$ cat config.mk
export PLATFORM = sky130hd
export DESIGN_NAME = dc_scan_ctrl
export DESIGN_NICKNAME = d
export VERILOG_FILES = /design/src/rtl/dc_scan_ctrl.sv
export SDC_FILE = /design/constraint.sdc
export NUM_CORES = 1
export LEC_CHECK = 0
export ABC_AREA = 0
export ABC_CLOCK_PERIOD_IN_PS = 2800
export BUFFER_PORTS_ARGS = -buffer_cell sky130_fd_sc_hd__buf_2
export CAP_MARGIN = 20
export CORE_MARGIN = 2
export CORE_UTILIZATION = 50
export CTS_CLUSTER_DIAMETER = 50
export DETAILED_ROUTE_END_ITERATION = 7
export GPL_ROUTABILITY_DRIVEN = 0
export PLACE_DENSITY = 0.78
export SYNTH_ARGS = -nofsm -noshare
export SYNTH_HDL_FRONTEND = slang
export SYNTH_SLANG_ARGS = --single-unit
export TNS_END_PERCENT = 5
$ cat constraint.sdc
create_clock -name internal_clk -period 2.8 [get_ports internal_clk]
set_input_delay 0.28 -clock internal_clk [delete_from_list [all_inputs] [get_ports internal_clk]]
set_output_delay 0.28 -clock internal_clk [all_outputs]
set_load 0.05 [all_outputs]
$ cat src/rtl/dc_scan_ctrl.sv
// Shift-chain sequencer for digital_core: serially loads a word through
// dc_clk_enable pulses and returns the previous chain contents.
// Optional build macro DC_SCAN_COMPARE_EN adds an expected-data compare.
//
// Handshakes: a transfer happens on a rising edge where valid and ready are
// both high. Once valid is raised, the sender holds valid and data stable
// until that edge.
module dc_scan_ctrl #(
  parameter int CHAIN_LEN = 3,
  parameter int DIV_W     = 8
) (
  input  logic                 internal_clk,
  input  logic                 sc_rstn,
  input  logic                 sc_req_valid,
  output logic                 sc_req_ready,
  input  logic [CHAIN_LEN-1:0] sc_req_data,
  input  logic [DIV_W-1:0]     sc_div,
  input  logic                 sc_abort,
  output logic                 sc_rsp_valid,
  input  logic                 sc_rsp_ready,
  output logic [CHAIN_LEN-1:0] sc_rsp_data,
  output logic                 sc_busy,
  output logic                 dc_clk_enable,
  output logic                 dc_digital_input,
  input  logic                 dc_digital_output
`ifdef DC_SCAN_COMPARE_EN
  ,
  input  logic [CHAIN_LEN-1:0] sc_exp_data,
  output logic                 sc_mismatch
`endif
);

  localparam int BW = (CHAIN_LEN < 2) ? 1 : $clog2(CHAIN_LEN + 1);
  localparam logic [BW-1:0] LAST_BIT = BW'(CHAIN_LEN - 1);

  typedef enum logic [1:0] {
    IDLE  = 2'd0,
    SHIFT = 2'd1,
    DONE  = 2'd2
  } state_t;

  state_t               state, state_n;
  logic [CHAIN_LEN-1:0] tx_sr, tx_sr_n;
  logic [CHAIN_LEN-1:0] cap_sr, cap_sr_n;
  logic [DIV_W-1:0]     div_q, div_q_n;
  logic [DIV_W-1:0]     div_cnt, div_cnt_n;
  logic [BW-1:0]        bit_cnt, bit_cnt_n;
  logic                 en_q, en_n;
  logic                 din_q, din_n;
  logic                 rsp_valid_q, rsp_valid_n;
  logic [CHAIN_LEN-1:0] rsp_data_q, rsp_data_n;
`ifdef DC_SCAN_COMPARE_EN
  logic [CHAIN_LEN-1:0] exp_q, exp_n;
  logic                 mis_q, mis_n;
`endif

  // en_q is the registered pulse: it is high exactly in cycles where the
  // divider counter sits at zero, so the next values are computed one cycle
  // ahead from the counter's next value.
  always_comb begin
    state_n     = state;
    tx_sr_n     = tx_sr;
    cap_sr_n    = cap_sr;
    div_q_n     = div_q;
    div_cnt_n   = div_cnt;
    bit_cnt_n   = bit_cnt;
    en_n        = 1'b0;
    din_n       = 1'b0;
    rsp_valid_n = 1'b0;
    rsp_data_n  = rsp_data_q;
`ifdef DC_SCAN_COMPARE_EN
    exp_n       = exp_q;
    mis_n       = 1'b0;
`endif
    case (state)
      IDLE: begin
        if (sc_req_valid) begin
          state_n   = SHIFT;
          tx_sr_n   = sc_req_data;
          div_q_n   = sc_div;
          div_cnt_n = sc_div;
          bit_cnt_n = '0;
          cap_sr_n  = '0;
          en_n      = (sc_div == '0);
          din_n     = sc_req_data[CHAIN_LEN-1];
`ifdef DC_SCAN_COMPARE_EN
          exp_n     = sc_exp_data;
`endif
        end
      end
      SHIFT: begin
        if (sc_abort) begin
          state_n = IDLE;
        end else if (en_q) begin
          cap_sr_n  = (cap_sr << 1) | CHAIN_LEN'(dc_digital_output);
          tx_sr_n   = tx_sr << 1;
          bit_cnt_n = bit_cnt + BW'(1);
          div_cnt_n = div_q;
          if (bit_cnt == LAST_BIT) begin
            state_n     = DONE;
            rsp_valid_n = 1'b1;
            rsp_data_n  = cap_sr_n;
`ifdef DC_SCAN_COMPARE_EN
            mis_n       = (cap_sr_n != exp_q);
`endif
          end else begin
            en_n  = (div_q == '0);
            din_n = tx_sr_n[CHAIN_LEN-1];
          end
        end else begin
          div_cnt_n = div_cnt - DIV_W'(1);
          en_n      = (div_cnt == DIV_W'(1));
          din_n     = tx_sr[CHAIN_LEN-1];
        end
      end
      DONE: begin
        if (sc_rsp_ready) begin
          state_n = IDLE;
        end else begin
          rsp_valid_n = 1'b1;
`ifdef DC_SCAN_COMPARE_EN
          mis_n       = mis_q;
`endif
        end
      end
      default: state_n = IDLE;
    endcase
  end

  always_ff @(posedge internal_clk or negedge sc_rstn) begin
    if (!sc_rstn) begin
      state       <= IDLE;
      tx_sr       <= '0;
      cap_sr      <= '0;
      div_q       <= '0;
      div_cnt     <= '0;
      bit_cnt     <= '0;
      en_q        <= 1'b0;
      din_q       <= 1'b0;
      rsp_valid_q <= 1'b0;
      rsp_data_q  <= '0;
`ifdef DC_SCAN_COMPARE_EN
      exp_q       <= '0;
      mis_q       <= 1'b0;
`endif
    end else begin
      state       <= state_n;
      tx_sr       <= tx_sr_n;
      cap_sr      <= cap_sr_n;
      div_q       <= div_q_n;
      div_cnt     <= div_cnt_n;
      bit_cnt     <= bit_cnt_n;
      en_q        <= en_n;
      din_q       <= din_n;
      rsp_valid_q <= rsp_valid_n;
      rsp_data_q  <= rsp_data_n;
`ifdef DC_SCAN_COMPARE_EN
      exp_q       <= exp_n;
      mis_q       <= mis_n;
`endif
    end
  end

  assign sc_req_ready     = (state == IDLE);
  assign sc_busy          = (state != IDLE);
  assign dc_clk_enable    = en_q;
  assign dc_digital_input = din_q;
  assign sc_rsp_valid     = rsp_valid_q;
  assign sc_rsp_data      = rsp_data_q;
`ifdef DC_SCAN_COMPARE_EN
  assign sc_mismatch      = mis_q;
`endif

endmodule

# Word level (Yosys, flattened, before mapping)
# Cells that the tools add are included.
op_classes:
  n_addsub: 2
  mul: 0
  n_div: 0
  order_cmp: 0
  eq_ne: 10
  shift: 0
  n_mux: 37
  bitwise: 2
  n_reduce_logical: 10
ops:
  columns: ["operator", "count"]
  rows:
  - ["8-bit 2-to-1 mux", 3]
  - ["2-bit 2-to-1 mux", 11]
  - ["8-bit logical NOT", 2]
  - ["8-bit case mux with 2 select lines", 1]
  - ["1-bit 2-to-1 mux", 12]
  - ["4-bit AND reduction", 3]
  - ["3-bit 2-to-1 mux", 3]
  - ["8-bit by 1-bit equality test with 1-bit output (second input constant)", 1]
  - ["2-bit inequality test (second input constant)", 4]
  - ["2-bit case mux with 2 select lines", 2]
  - ["8-bit by 1-bit subtractor with 8-bit output (second input constant)", 1]
  - ["3-bit inequality test (second input constant)", 2]
  - ["1-bit case mux with 2 select lines", 3]
  - ["2-bit case mux with 3 select lines", 1]
  - ["3-bit case mux with 2 select lines", 1]
  - ["2-bit equality test (second input constant)", 2]
  - ["2-bit nonzero test", 2]
  - ["3-bit by 1-bit OR with 3-bit output", 1]
  - ["3-bit AND reduction", 1]
  - ["2-bit by 1-bit adder with 2-bit output (second input constant)", 1]
  - ["2-bit by 1-bit equality test with 1-bit output (second input constant)", 1]
  - ["2-bit logical NOT", 1]
  - ["2-bit AND reduction", 1]
  - ["1-bit inverter", 1]
word_totals:
  reg_bits: 31
  latch_bits: 0
  mem_bits_rw: 0
  romBits: 0
  inputBits: 17
  output_inout_bits: 8
  n_memories: 0

# Longest topological paths before layout
# Gate-level depths: netlist of run 1.
depth:
  word_depth: 5
  ltp_mapped: 8
  mapped_depth_nobuf: 6

# Worst setup path before layout of run 1
# Ideal clock, no wire load.
synth_path:
  path_kind: "reg2reg"
  start: "register state[0]"
  end: "register div_cnt[0]"
  setup_time_ps: 104
  arrival_ps: 1921
  required_time_ps: 2696
  slack_ps: 775
  path_stages_with_launch: 7
  path_buffers: 0
  period_less_slack_ps: 2025
  cell_sequence: "dfrtp_1 > inv_1 > ha_1 > mux2i_1 > a21o_2 > a21oi_1 > a221oi_1"
synth_between:
  elab_chain_cells: 3
  word_cells_on_any_way: 7
  cone_classes: "eq/ne: 3; mux: 1; reduce/logical: 3"
synth_rtl:
  columns: ["item", "line_no", "source"]
  rows:
  - ["start: declaration", "42", "state_t state, state_n;"]
  - ["start signal: assignment", "147", "state <= state_n;"]
  - ["2-bit logical NOT *", null, null]
  - ["via sc_req_ready", "15", "output logic sc_req_ready,"]
  - ["2-bit inequality test (no source line) / 2-bit nonzero test (equally long branches)", null, null]
  - ["3-bit AND reduction (no source line)", null, null]
  - ["end signal: assignment", "151", "div_cnt <= div_cnt_n;"]
  - ["end: declaration", "46", "logic [DIV_W-1:0] div_cnt, div_cnt_n;"]
# Mark *: on every way through the listed nets, which the timed path passes. The rest lies on a longest branch.
# A chain may end at the register's enable or synchronous reset.

# Final worst setup path of run 1
layout_path:
  start: "register state[0]"
  end: "register div_cnt[0]"
layout_between:
  elab_chain_cells: 3
  word_cells_on_any_way: 7
  cone_classes: "eq/ne: 3; mux: 1; reduce/logical: 3"
layout_rtl:
  columns: ["item", "line_no", "source"]
  rows:
  - ["2-bit by 1-bit equality test with 1-bit output / 2-bit logical NOT (equally long branches)", "75", "case (state)"]
  - ["2-bit inequality test (no source line) / 2-bit nonzero test (equally long branches)", null, null]
  - ["3-bit AND reduction (no source line)", null, null]
# Several ways; a longest one is shown, not always the timed one.

==> results of run 1 <==
cell usage in the layout, fill, tap and decap left out, types with 2 or more instances in the layout:
| master | n |
|---|---|
| nor3b_1 | 3 |
| nor2_1 | 6 |
| o21a_1 | 2 |
| nand2_1 | 12 |
| o21ai_0 | 14 |
| o211ai_1 | 4 |
| nand3_1 | 7 |
| mux2i_1 | 6 |
| nor3_1 | 3 |
| ha_1 | 6 |
| a31oi_1 | 3 |
| nor4_1 | 5 |
| buf_2 | 24 |
| dfrtp_1 | 31 |
| o31ai_1 | 2 |
| mux2_2 | 9 |
| a21oi_1 | 8 |
| xnor2_1 | 2 |
| nand2b_1 | 9 |
| nor2b_1 | 3 |
| clkbuf_4 | 5 |
| nand3b_1 | 3 |
| inv_1 | 10 |
worst max-delay path, delay by kind of cell, from the launching register on:
family,cells,cell delay (ns)
buf+inv,1,0.10
flops,1,0.41
mux,1,0.49
fa+ha+maj,1,0.26
compound gates,3,0.58
path summary, 6_finish.rpt:
kind                       slack (ns)               end  cells past startpoint               from
hold reg to reg                  0.50    sc_rsp_data[2]                      2     sc_rsp_data[2]
setup reg to reg                 0.85        div_cnt[0]                      6           state[0]
max in group asynchronous        1.83    sc_rsp_data[0]                      2            sc_rstn
min in group asynchronous        0.52  dc_digital_input                      2            sc_rstn
hold / removal                   0.19         cap_sr[0]                      3  dc_digital_output
setup / recovery                 0.85        div_cnt[0]                      6           state[0]
stage by stage:
step           hold WS (ns)  instance area (sq um)
2_1_floorplan       -0.0156                   1680
3_3_place_gp          0.357                   1840
3_5_place_dp          0.367                   1840
4_1_cts               0.173                   1900
5_1_grt               0.183                   1900
6_report              0.187                   1900
kinds of logic (layout without fill, tap and decap cells):
logic type	Yosys count	after routing	synth area share (%)
AND/OR/NAND/NOR	56	56	18.5
AO/OA/AOI/OAI	42	42	15.6
flip-flops	31	31	46.2
buffers and inverters	17	43	4.02
multiplexers	15	15	9.61
adder cells (fa/ha/maj)	6	6	4.47
XOR/XNOR	3	3	1.56
flip-flops by register name, summed over array words and instances, names as in the netlist:
name / cells
div_cnt: 8
div_q: 8
sc_rsp_data: 3
tx_sr: 3
bit_cnt: 2
cap_sr: 2
state: 2
dc_clk_enable: 1
dc_digital_input: 1
sc_rsp_valid: 1
layer usage:
layer	vias to the layer above	global-route usage, %
li1	658	-
met1	644	29.0
met2	32	31.5
met3	12	6.42
met4	0	11.6
met5	-	0
power by group through the flow:
stage	clock network (mW)	logic, mW	registers [mW]
3_5_place_dp	0	0.880	0.791
6_report	0.267	0.888	0.785
2_1_floorplan	0	0.706	0.757
3_3_place_gp	0	0.844	0.776
5_1_grt	0.300	0.986	0.810
4_1_cts	0.278	0.890	0.780
area by class of cell:
type	instances	area, sq um	share of cell area [%]
clock buffers	6	51.3	2.70
clock inverters	1	5.00	0.263
inverters	10	37.5	1.97
multi-input cells	122	837	44.0
flip-flops and latches	31	776	40.8
well taps	46	57.6	3.03
repair buffers	26	138	7.24
timing repair:
| item | in CTS | in global routing |
|---|---|---|
| setup buffers | 0 | 0 |
| hold buffers | 1 | 0 |
| hold endpoints to repair | 31 | 0 |
synthesized netlist by cell type, types with 2 or more instances:
cell / number / area, sq um
nor2b_1: 3 / 18.8
nand2b_1: 9 / 56.3
o21a_1: 2 / 15.0
nor3b_1: 3 / 22.5
nand3_1: 7 / 35.0
mux2_2: 9 / 101
a31oi_1: 3 / 18.8
clkbuf_1: 4 / 15.0
nor3_1: 3 / 15.0
xnor2_1: 2 / 17.5
buf_2: 3 / 15.0
o31ai_1: 2 / 15.0
nand3b_1: 3 / 22.5
inv_1: 10 / 37.5
dfrtp_1: 31 / 776
nor2_1: 6 / 22.5
ha_1: 6 / 75.1
a21oi_1: 8 / 40.0
o211ai_1: 4 / 30.0
o21ai_0: 14 / 70.1
nand2_1: 12 / 45.0
mux2i_1: 6 / 60.1
nor4_1: 5 / 31.3
==> metrics.txt, run 1 <==
Post-DRT Antenna Nets 0; WL per Instance 14.8 microns; Mapped Avg Cell Area 9.88 sq um; final core utilization 57.9%; largest stage delay on the critical path 0.49 ns; Clock Skew 0.00902 ns; Mapped Cells 170; Cell Chain, Critical Path inv_1 > ha_1 > mux2i_1 > a21o_2 > a21oi_1 > a221oi_1; Seq pwr share 40.5%; sw power 817 uW; max layer used met4; CTS Sinks 31; sw frac 42.1%; RSZ-0062 raised after global routing false; relative slew slack 50.8%; diode count 0; Post-Syn Area 1680 sq um; clk_lat worst skew 0.34 ns; worst-margin pin slew 0.739 ns; Leakage Power 0.840 nW; Die W 62.0 microns; Logic pwr share 45.7%; Detail Placement HPWL 2610 microns; register area share after synthesis 46.2%; final setup violation count 0; gr ovfl total 0; CTS clk-pin slew, worst paths 0.10 ns; Worst Path Max Fanout 7; Int Pwr 1.12 mW; Final Total Pwr 1.94 mW; largest net degree at the start of global routing 32; core area 3280 sq um; DRC viols 0; crit path kind reg -> reg; # resized after CTS 0; root buf cell clkbuf_4; Fillers 292; Hold Crit Class in -> reg; YS warnings 0; Rows 21; vias 1346; Max Clk Rate 512 MHz; Distinct cells, synth 38; Initial Util 51.2%; met1 WL 1650 microns; Clk pwr share 13.8%; Post-layout nets 219; Initial DRC Count 29; #FFs+latches synth 31; syn nets 193; EDFF count, synth 0; first-pass GRT wire length 5900 microns; Setup WS post-layout 0.845 ns; CP startpoint kind flop; final hold vios 0; Setup WS pre-CTS 0.920 ns; Crit. End Element flop; TritonCTS Buffers 5; peak supply drop 501 uV; Syn-to-layout area delta 13.2%; vias in the first global route 1280; CTS tree built; Total Routing Usage GR 21.7%; Slowest-stage cell, CP mux2i_1; ys async rst share 100%; Placed Cells 234; final setup TNS 0 ns; max-slew violations 0; # IOs 25; Final Cycle Share 69.8%; Worst Path Required 3.03 ns; # H-tree levels 2; Max Cap Violations 0; overall routed net length 3580 microns; Max clock buf depth 2; 1st-pass router iterations 4; status finished, final reports clean; ys flop type dfrtp_1; Port Buffers 24; Worst EP arrival 2.18 ns; met3 wire len 136 microns; antenna violations before repair 0; die area 3840 sq um; Final min period 1.95 ns; die height 62.0 microns; pwr dens 1020 nW/um^2; WL met2 1660 microns; fraction of layout cells with a size suffix above 1 23.5%; Final Non-Filler Cells 242; vias per cell 5.56
Note: power is estimated with default switching activity, not from simulation.
==> inputs of run 2 (changes only) <==
--- a/config.mk
+++ b/config.mk
@@ -6,7 +6,7 @@
 export NUM_CORES = 1
 export LEC_CHECK = 0
 export ABC_AREA = 0
-export ABC_CLOCK_PERIOD_IN_PS = 2800
+export ABC_CLOCK_PERIOD_IN_PS = 1700
 export BUFFER_PORTS_ARGS = -buffer_cell sky130_fd_sc_hd__buf_2
 export CAP_MARGIN = 20
 export CORE_MARGIN = 2
@@ -14,7 +14,7 @@
 export CTS_CLUSTER_DIAMETER = 50
 export DETAILED_ROUTE_END_ITERATION = 7
 export GPL_ROUTABILITY_DRIVEN = 0
-export PLACE_DENSITY = 0.78
+export PLACE_DENSITY = 0.81
 export SYNTH_ARGS = -nofsm -noshare
 export SYNTH_HDL_FRONTEND = slang
 export SYNTH_SLANG_ARGS = --single-unit
==> constraint.sdc (replaced) <==
create_clock -name internal_clk -period 1.7 [get_ports internal_clk]
set_input_delay 0.17 -clock internal_clk [delete_from_list [all_inputs] [get_ports internal_clk]]
set_output_delay 0.17 -clock internal_clk [all_outputs]
set_load 0.05 [all_outputs]
==> metrics.txt, run 2 (synthesis results as in run 1) <==
# IOs 25; Total Routing Usage GR 21.1%; Leakage Power 0.865 nW; most frequent cells in the layout 31 x dfrtp_1, 24 x buf_2, 13 x o21ai_0; WL per Instance 14.1 microns; 1st-pass router iterations 4; CP startpoint kind flop; Post-DRT Antenna Nets 0; Slowest-stage cell, CP dfrtp_1; DRC viols 0; max-slew violations 0; largest net degree at the start of global routing 32; diode count 0; Fillers 297; Initial Util 51.2%; worst-margin pin slew 0.672 ns; final setup TNS 0 ns; RSZ-0062 raised after global routing true; vias per cell 5.30; Rows 21; CTS Sinks 31; flip-flop and latch area 776 sq um; commonest non-fill, non-tap cell in the layout dfrtp_1; cell area after placement 1890 sq um; TritonCTS Buffers 5; CTS clk-pin slew, worst paths 0.09 ns; Clock Skew 0.00937 ns; Crit. Startpoint state[0]; Max clock buf depth 2; Cell Chain, Critical Path inv_1 > ha_4 > mux2i_2 > a21o_2 > a21oi_1 > a221oi_1; die height 62.0 microns; status finished, final reports clean; Max Cap Violations 0; vias 1309; gr ovfl total 0; Final Cycle Share 99.1%; Worst Path Required 1.93 ns; largest registers div_cnt: 8 flops, div_q: 8 flops; Worst Path Max Fanout 7; overall routed net length 3480 microns; post-route cell area 1960 sq um; Detail Placement HPWL 2580 microns; Worst EP arrival 1.92 ns; final setup violation count 0; vias in the first global route 1220; pwr dens 1670 nW/um^2; Port Buffers 24; first-pass GRT wire length 5730 microns; root buf cell clkbuf_4; Post-CTS Setup Bufs 0; Post-layout nets 224; CTS tree built; antenna violations before repair 0; relative slew slack 55.2%; largest stage delay on the critical path 0.39 ns; fraction of layout cells with a size suffix above 1 26.9%; final hold vios 0; Reg-to-Reg Start state[0]; crit path kind reg -> reg; Max Clk Rate 594 MHz; Initial DRC Count 52; Crit. End Element flop; Final min period 1.68 ns; Die W 62.0 microns; core area 3280 sq um; area of the multi-input gates 858 sq um; die area 3840 sq um; # H-tree levels 2; peak supply drop 861 uV; Syn-to-layout area delta 16.7%; min-delay src dc_digital_output; Hold Crit Class in -> reg; clk_lat worst skew 0.33 ns
==> run 2: power breakdown <==
| group | internal, mW | switching, mW | total (mW) |
|---|---|---|---|
| registers | 1.03 | 0.245 | 1.28 |
| clock network | 0.191 | 0.239 | 0.430 |
| logic | 0.706 | 0.867 | 1.57 |
==> run 2: per-layer routing <==
layer | up-vias | global-route usage (%) | part of all wire (%)
met1 | 592 | 30.4 | 49
li1 | 671 | - | -
met2 | 37 | 29.2 | 44
met4 | 0 | 10.3 | 2.4
met3 | 9 | 5.59 | 5.1
met5 | - | 0 | 0
==> run 2: stage by stage <==
stage	setup WS, ns	hold WS [ns]	cells	total power [mW]	utilization [%]
2_1_floorplan	0.0239	-0.126	170	2.45	-
3_3_place_gp	0.0430	0.252	239	2.80	57.5
3_5_place_dp	0.0289	0.248	239	2.85	57.5
4_1_cts	0.00317	0.0787	247	3.29	59.5
5_1_grt	-0.162	0.0973	247	3.55	59.7
6_report	0.0153	0.0924	247	3.28	59.7
==> run 2: area by class of cell <==
cell class              count  share of cell area, %
flip-flops and latches     31                   39.6
clock buffers               6                   2.62
well taps                  46                   2.94
repair buffers             31                   8.93
clock inverters             1                  0.255
inverters                  10                   1.91
multi-input cells         122                   43.8
==> run 2: timing repair <==
| action | CTS | global route |
|---|---|---|
| hold buffers | 1 | 0 |
| endpoints found under the setup margin | 0 | 17 |
| resized for setup | 0 | 2 |
| endpoints found under the hold margin | 31 | 0 |
==> run 2: worst paths after layout <==
path	endpoint	slack, ns	depth (start not counted)
min in group asynchronous	div_cnt[2]	0.42	2
setup / recovery	div_cnt[0]	0.02	6
setup reg to reg	div_cnt[0]	0.02	6
hold reg to reg	sc_rsp_data[1]	0.49	2
max in group asynchronous	div_q[2]	0.84	2
hold / removal	cap_sr[0]	0.09	3
==> run 2: critical path: cells and delay by family, from the launching register on <==
kind	cells	cell delay [ns]
AO/OA/AOI/OAI	3	0.54
flip-flops	1	0.39
multiplexers	1	0.33
adder cells (fa/ha/maj)	1	0.19
buffers and inverters	1	0.14
==> inputs of run 3 (changes only) <==
--- a/config.mk
+++ b/config.mk
@@ -7,14 +7,15 @@
 export LEC_CHECK = 0
 export ABC_AREA = 0
 export ABC_CLOCK_PERIOD_IN_PS = 1700
-export BUFFER_PORTS_ARGS = -buffer_cell sky130_fd_sc_hd__buf_2
 export CAP_MARGIN = 20
 export CORE_MARGIN = 2
 export CORE_UTILIZATION = 50
 export CTS_CLUSTER_DIAMETER = 50
 export DETAILED_ROUTE_END_ITERATION = 7
+export DONT_BUFFER_PORTS = 1
 export GPL_ROUTABILITY_DRIVEN = 0
-export PLACE_DENSITY = 0.81
+export PLACE_DENSITY = 0.75
+export SKIP_CTS_REPAIR_TIMING = 1
 export SYNTH_ARGS = -nofsm -noshare
 export SYNTH_HDL_FRONTEND = slang
 export SYNTH_SLANG_ARGS = --single-unit
==> metrics.txt, run 3 (synthesis results as in run 1) <==
status finished, violations left; failing checks negative hold slack; Post-DRT Antenna Nets 0; Setup WS post-layout 0.0531 ns; diode count 0; CTS tree built; gr ovfl total 0; TritonCTS Buffers 5; final setup violation count 0; Worst EP arrival 1.88 ns; WL per Instance 15.8 microns; Max Cap Violations 0; Cell Chain, Critical Path or3_4 > o31a_2 > o31ai_1 > o21ai_0; vias per cell 5.68; CP startpoint kind flop; clk_lat worst skew 0.35 ns; # H-tree levels 2; Final Cycle Share 96.9%; Placed Cells 219; Worst Path Required 1.93 ns; DRC viols 0; CTS Sinks 31; largest registers div_cnt: 8 flops, div_q: 8 flops; Leakage Power 0.862 nW; fraction of layout cells with a size suffix above 1 23.2%; Max Clk Rate 607 MHz; Syn-to-layout area delta 23.9%; largest net degree at the start of global routing 32; vias 1364; Crit. End Element flop; largest stage delay on the critical path 0.46 ns; Worst Path Max Fanout 6; WHS -0.0222 ns; Hold Crit Class in -> reg; Rows 21; 1st-pass router iterations 4; vias in the first global route 1202; Initial Util 51.2%; final core utilization 63.4%; Final min period 1.65 ns; final hold vios 4; most frequent cells in the layout 29 x dfrtp_1, 14 x o21ai_0, 12 x nand2_1; CTS clk-pin slew, worst paths 0.10 ns; peak supply drop 901 uV; cell area after placement 1800 sq um; root buf cell clkbuf_4; # IOs 25; antenna violations before repair 0; Slowest-stage cell, CP dfrtp_2; die height 62.0 microns; RSZ-0062 raised after global routing true; core area 3280 sq um; Clock Skew 0.0131 ns; post-route cell area 2080 sq um; pwr dens 1740 nW/um^2; Setup WS pre-CTS 0.0112 ns; Post-layout nets 216; Final Non-Filler Cells 240; overall routed net length 3800 microns; Initial DRC Count 28; worst-margin pin slew 0.531 ns; relative slew slack 64.3%; commonest non-fill, non-tap cell in the layout dfrtp_1; Total Routing Usage GR 21.3%; Detail Placement HPWL 2680 microns; Max clock buf depth 2; Fillers 262; first-pass GRT wire length 5850 microns; Die W 62.0 microns; die area 3840 sq um; crit path kind reg -> reg; max-slew violations 0; Port Buffers 0
run 3: changes by cell type in the layout (fill, tap and decap cells not counted), sizes merged:
cell / change
bufinv: +1
buf: -17
dlygate4sd3: +9
run 3: layout make-up:
type	count	area (sq um)	area share, %
tap	46	57.6	2.76
clock inverter	2	35.0	1.68
timing repair buffer	23	239	11.5
clock buffer	6	51.3	2.46
multi-input combinational	122	883	42.4
inverter	10	37.5	1.80
sequential	31	778	37.4
run 3: power breakdown:
group / total (mW) / switching, mW / internal (mW)
Combinational: 1.68 / 0.849 / 0.828
Clock: 0.612 / 0.265 / 0.347
Sequential: 1.33 / 0.298 / 1.04
run 3: path summary, 6_finish.rpt:
path	start	to	slack (ns)	depth (start not counted)
max	div_cnt[0]	div_cnt[5]	0.05	4
min	sc_div[4]	div_cnt[4]	-0.02	2
max reg2reg	div_cnt[0]	div_cnt[5]	0.05	4
min reg2reg	div_q[6]	div_q[6]	0.52	1
max in group asynchronous	sc_rstn	div_q[7]	1.27	2
min in group asynchronous	sc_rstn	dc_digital_input	0.24	2
run 3: critical path, delay by kind of cell, from the launching register on:
family | cells | cell delay [ns]
AND/OR/NAND/NOR | 1 | 0.41
flip-flops | 1 | 0.46
AO/OA/AOI/OAI | 3 | 0.65
run 3: stage by stage:
stage | total power, mW | hold slack, ns | TNS, ns
floorplan | 2.45 | -0.126 | 0
global placement | 2.71 | -0.125 | 0
detailed placement | 2.77 | -0.125 | 0
CTS | 3.39 | -0.512 | -0.0728
global route | 3.88 | -0.0105 | -0.00312
finish | 3.62 | -0.0222 | 0
run 3: layer usage:
metal	GRT usage [%]	wire, microns
met1	28.4	1680
met2	31.4	1790
met3	7.25	228
met4	9.42	98
met5	0	0
